`config.mk`:
```
export PLATFORM = sky130hd
export DESIGN_NAME = sat_counter
export DESIGN_NICKNAME = d
export VERILOG_FILES = /design/src/rtl/aurora_rx_frame_checker_sat_counter.sv
export SDC_FILE = /design/constraint.sdc
export NUM_CORES = 1
export LEC_CHECK = 0
export ABC_AREA = 1
export CAP_MARGIN = 20
export CORE_AREA = 2 2 39 41
export CTS_CLUSTER_SIZE = 25
export DETAILED_ROUTE_END_ITERATION = 6
export DIE_AREA = 0 0 41 43
export SLEW_MARGIN = 20
export SYNTH_ARGS = -nofsm -noshare
export SYNTH_HDL_FRONTEND = slang
export SYNTH_SLANG_ARGS = --single-unit
```
`constraint.sdc`:
```
create_clock -name clk -period 3 [get_ports clk]
set_input_delay 0.3 -clock clk [delete_from_list [all_inputs] [get_ports clk]]
set_output_delay 0.3 -clock clk [all_outputs]
set_load 0.1 [all_outputs]
```
`src/rtl/aurora_rx_frame_checker_sat_counter.sv`:
```
// Saturating up-counter with synchronous clear; clear wins over increment.
// Value updates one cycle after inc/clr; no flow control.
module sat_counter #(
    parameter int               WIDTH = 8,
    parameter logic [WIDTH-1:0] MAX   = '1
) (
    input  logic             clk,
    input  logic             rst_n,
    input  logic             inc,
    input  logic             clr,
    output logic [WIDTH-1:0] value
);

    logic [WIDTH-1:0] value_q;
    logic [WIDTH-1:0] value_d;

    always_comb begin
        value_d = value_q;
        if (clr) begin
            value_d = '0;
        end else if (inc && (value_q != MAX)) begin
            value_d = value_q + 1'b1;
        end
    end

    always_ff @(posedge clk or negedge rst_n) begin
        if (!rst_n) begin
            value_q <= '0;
        end else begin
            value_q <= value_d;
        end
    end

    assign value = value_q;

endmodule

```
==> results of run 1 <==
## critical path, cell delays in order, from the launching register on
cell,delay (ps)
dfrtp_1,410
ha_1,230
nand2_2,110
nor2_2,50
a21oi_1,280
nand3_1,110
nand2_1,70
inv_1,30
## power breakdown
group | internal, W | switching, W | total, W
Clock | 0.0000458 | 0.0000365 | 0.0000822
Sequential | 0.000113 | 0.00000654 | 0.000119
Combinational | 0.0000167 | 0.0000529 | 0.0000696
Total | 0.000175 | 0.0000959 | 0.000271
## metal layers
| metal | global-route usage, % | share of wire, % |
|---|---|---|
| met5 | 0 | 0 |
| met4 | 12.00 | 1.1 |
| met3 | 1.571 | 3.0 |
| met2 | 22.81 | 46 |
| met1 | 28.09 | 50 |
## cell type report
type	instances	area, um2	area share, %
repair buffers	11	90.09	13.98
inverters	11	46.29	7.184
well taps	16	20.02	3.107
clock buffers	3	22.52	3.495
multi-input cells	55	265.3	41.16
flip-flops and latches	8	200.2	31.07
## worst min path at each step
stage	start	end	slack, ps	depth (start not counted)
5_1_grt	rst_n	value[0]	360	1
6_report	rst_n	value[2]	330	1
3_3_place_gp	value[3]	value[3]	530	2
4_1_cts	rst_n	value[2]	330	1
3_5_place_dp	value[1]	value[1]	540	2
2_1_floorplan	rst_n	value[0]	4	0
## cell usage after synthesis
cell type  number  area [um2]
nor2_1          5       18.77
o21ai_1         1       5.000
a21oi_2         1       8.760
nand3_1         9       45.04
ha_1            1       12.51
a21oi_1         4       20.02
nand2_2         2       12.51
o21bai_1        2       15.01
dfrtp_1         8       200.2
inv_1          10       37.54
nand2_4         1       11.26
nand2_1        25       93.84
nor2_2          2       12.51
clkinv_4        1       8.760
nor3_1          2       10.01
## through the flow
step           total power, W  instance area [um2]  setup slack, ps
6_report            0.0002711                644.4             1595
5_1_grt             0.0002841                644.4             1462
4_1_cts             0.0002761                644.4             1596
3_5_place_dp        0.0001909                621.8             1515
3_3_place_gp        0.0001917                621.8             1492
2_1_floorplan       0.0001707                511.7             1050
## cell families (layout without fill, tap and decap cells)
| group | Yosys count | in the layout |
|---|---|---|
| adders and majority gates | 1 | 1 |
| DFF | 8 | 8 |
| AOI/OAI and AO/OA | 8 | 8 |
| and+or+nand+nor | 46 | 46 |
| buffers and inverters | 11 | 25 |
==> results.yml, run 1 <==
outcome:
  status: "finished clean"
global_routing:
  grt_max_degree: 9
  antenna_found_initial: 0
  grt_overflow: 0
  grt_pass1_wl_mm: 2.139
  grt_usage_pct: 18.09
  grt_pass1_vias: 480
route:
  wl_per_cell_um: 11.62
  drt-total-wl_mm: 1.208
  vias: 514
  drc: 0
  ant_nets: 0
  via_per_inst: 4.942
  dr.pass1.iters: 4
  drt_iter0_markers: 14
clock_network:
  cts.reportedPaths.clkPinSlew_ps: 60
  cts_setup_buffers: 0
  cts-resized-gates: 0
  cts_buffer_depth: 2
  htree_levels: 1
  tritoncts: "yes"
  cts_made_buffers: 3
  cts_sinks: 8
  hold_buffers: 0
  cts_root_buf: "clkbuf_4"
  worstSkewPairLatency_ps: 250
sta:
  fmax_mhz: 712.0
  fin_skew_ps: 5.673
  hold_viol: 0
  fin_hold_ws_ps: 329.1
  finalCritPeriodShare_pct: 46.82
  rsz0062_at_grt: "false"
  min_period_ps: 1405
  finalSetupViolations: 0
  tightest_slew_ps: 380.9
  setup_tns_ps: 0
  maxSlewViolCount: 0
  slew_headroom_pct: 74.53
worst_setup_path:
  worst_setup_path_end_kind: "flip-flop"
  r2r_end: "value[7]"
  cp_max_fo: 4
  required_ps: 3150
  rr_worst_depth: 7
  crit_arrival_ps: 1550
  r2r-start: "value[0]"
  r2r_setup_slack_ps: 1600
  worst-setup-path-type: "flip-flop to flip-flop"
  crit_start: "value[0]"
  endpoint: "value[7]"
  start_kind: "flip-flop"
synthesis:
  synth_top_family_by_area: "simple AND/OR/NAND/NOR gates"
  netlist_instances: 74
  yosysWarnings: 0
  synth-seq-cells: 8
  avgSynthCellArea_um2: 6.915
  synth-simple-area-share_pct: 39.85
  netlist_area_um2: 511.7
  synth.area.mux_share_pct: 0
  syn-num-nets: 79
  synth.distinct_cells: 15
  synth-xor-area-share_pct: 0
  seq_area_frac_synth_pct: 39.12
  synth-compound-area-share_pct: 9.535
  synthAdderAreaFrac_pct: 2.445
die:
  die_h_um: 43
  top_level_ports: 12
  start_util_pct: 36.98
  dieArea_um2: 1763
  core_um2: 1384
  die_w_um: 41
  num_rows: 14
finish:
  area_delta_synth_final_pct: 25.92
  nFillCells: 143
  mostFrequentLayoutCells: "nand2_1 (25), inv_1 (10), nand3_1 (9)"
  stdcell_count: 104
  layout-drive-gt1-share_pct: 20.45
  mostFrequentLayoutCell: "nand2_1"
  fin_util_pct: 46.56
  diodes: 0
  largest_reg_flops: 8
  nNetsFinal: 95
placement:
  dp_cells: 101
  place.gp.congestion: 0.8109
  port_buffers: 11
  place_hpwl_um: 901.4
worst_hold_path:
  min_path_type: "input port to async pin"
run:
  cap_violations: 0
power_and_ir_drop:
  power_density_nw_per_um2: 420.7
  leakage_nw: 0.3285
  peakVddDrop_v: 0.0002103
Note: power is estimated with default switching activity, not from simulation.
==> inputs of run 2 (changes only) <==
- clock period: 3 -> 1.4 ns (I/O delays scaled with it)
==> results.yml, run 2 (synthesis results as in run 1) <==
clock_network:
  cts_sinks: 8
  worstSkewPairLatency_ps: 240
  cts_made_buffers: 3
  cts_buffer_depth: 2
  cts_root_buf: "clkbuf_4"
  hold_buffers: 0
  cts.reportedPaths.clkPinSlew_ps: 50
  htree_levels: 1
  tritoncts: "yes"
finish:
  nFillCells: 126
  diodes: 0
  largest_reg_flops: 8
  nNetsFinal: 99
  area_delta_synth_final_pct: 62.35
  fin_area_um2: 830.8
  ff_latch_area_um2: 220.2
  fin_util_pct: 60.04
  layout-drive-gt1-share_pct: 35.87
  multi_input_area_um2: 301.5
  mostFrequentLayoutCells: "nand2_1 (24), inv_1 (10), nand3_1 (9)"
  mostFrequentLayoutCell: "nand2_1"
run:
  cap_violations: 0
sta:
  fin_skew_ps: 0.5873
  hold_viol: 0
  fin_ws_ps: 77.14
  finalCritPeriodShare_pct: 94.49
  fmax_mhz: 755.9
  finalSetupViolations: 0
  min_period_ps: 1323
  slew_headroom_pct: 77.84
  maxSlewViolCount: 0
  tightest_slew_ps: 331.4
  rsz0062_at_grt: "false"
global_routing:
  grt_overflow: 0
  antenna_found_initial: 0
  grt_pass1_wl_mm: 2.097
  grt_usage_pct: 17.90
  grt_pass1_vias: 484
  grt_max_degree: 9
power_and_ir_drop:
  power_density_nw_per_um2: 749.5
  p_sw_w: 0.0002049
  intPower_w: 0.0004178
  seqPwrFrac_pct: 42.6
  p_sw_share_pct: 32.91
  p_comb_share_pct: 31.3
  peakVddDrop_v: 0.0005307
  p_clk_share_pct: 26.1
  leakage_nw: 0.3762
die:
  top_level_ports: 12
  die_h_um: 43
  core_um2: 1384
  die_w_um: 41
  start_util_pct: 36.98
  num_rows: 14
  dieArea_um2: 1763
route:
  dr.max_layer_used: "met4"
  vias: 515
  drc: 0
  wl_met3_um: 30
  drt-total-wl_mm: 1.241
  drt_iter0_markers: 9
  met2_wirelength_um: 582
  wl_per_cell_um: 11.49
  ant_nets: 0
  via_per_inst: 4.769
  dr.pass1.iters: 4
  met1_length_um: 620
outcome:
  status: "finished clean"
placement:
  port_buffers: 11
  place.gp.congestion: 0.8286
  detailed_place.area_um2: 775.7
  place_hpwl_mm: 1.005
  dpl_worst_slack_ps: 26.85
worst_setup_path:
  crit_arrival_ps: 1450
  worst-setup-path-type: "flip-flop to flip-flop"
  required_ps: 1530
  start_kind: "flip-flop"
  worst_setup_path_end_kind: "flip-flop"
  cp_max_fo: 6
  r2r_setup_slack_ps: 80
worst_hold_path:
  min_path_type: "input port to async pin"
## run 2: metal layers
metal / up-vias / GRT usage [%]
met5: - / 0
met4: 0 / 12.00
met3: 2 / 3.141
met2: 7 / 22.81
met1: 236 / 26.51
li1: 270 / -
## run 2: critical path, cell delays in order (launching register included)
cell,delay (ps)
dfrtp_4,500
ha_4,180
nand2_4,80
nor2_4,50
nand2_2,60
nand2_2,50
nand2_4,100
clkinv_4,70
nand2_1,60
nand2_1,60
## run 2: worst paths after layout
path	to	startpoint	depth (start not counted)
worst max-delay path	value[3]	value[1]	9
worst min-delay path	value[0]	rst_n	1
worst max register to register	value[3]	value[1]	9
worst min register to register	value[6]	value[6]	2
max in group asynchronous	value[3]	rst_n	1
min in group clk	value[6]	value[6]	2
## run 2: power by group through the flow
stage | Combinational, W | Sequential, W | Clock (W)
2_1_floorplan | 0.0000371 | 0.000338 | 0
3_3_place_gp | 0.000181 | 0.000271 | 0
3_5_place_dp | 0.000181 | 0.000272 | 0
4_1_cts | 0.000182 | 0.000268 | 0.000176
5_1_grt | 0.000205 | 0.000267 | 0.000187
6_report | 0.000195 | 0.000265 | 0.000163
## run 2: final cells by class
cell class / count / share of cell area [%]
sequential: 8 / 26.51
tap: 16 / 2.410
timing repair buffer: 15 / 26.51
multi-input combinational: 55 / 36.30
clock buffer: 3 / 2.711
inverter: 11 / 5.572
## run 2: timing repair
action,in CTS,in global routing
endpoints found under the setup margin,0,6
resized for setup,0,2
buffers inserted,0,3
## run 2: through the flow
stage               hold slack [ps]  setup TNS, ps  std cells   power, W
floorplan                    -155.6         -221.2         74  0.0003754
global placement              434.4              0        102  0.0004521
detailed placement            428.2              0        102  0.0004534
CTS                           158.7              0        105  0.0006260
global route                  186.4              0        108  0.0006581
finish                        161.6              0        108  0.0006227
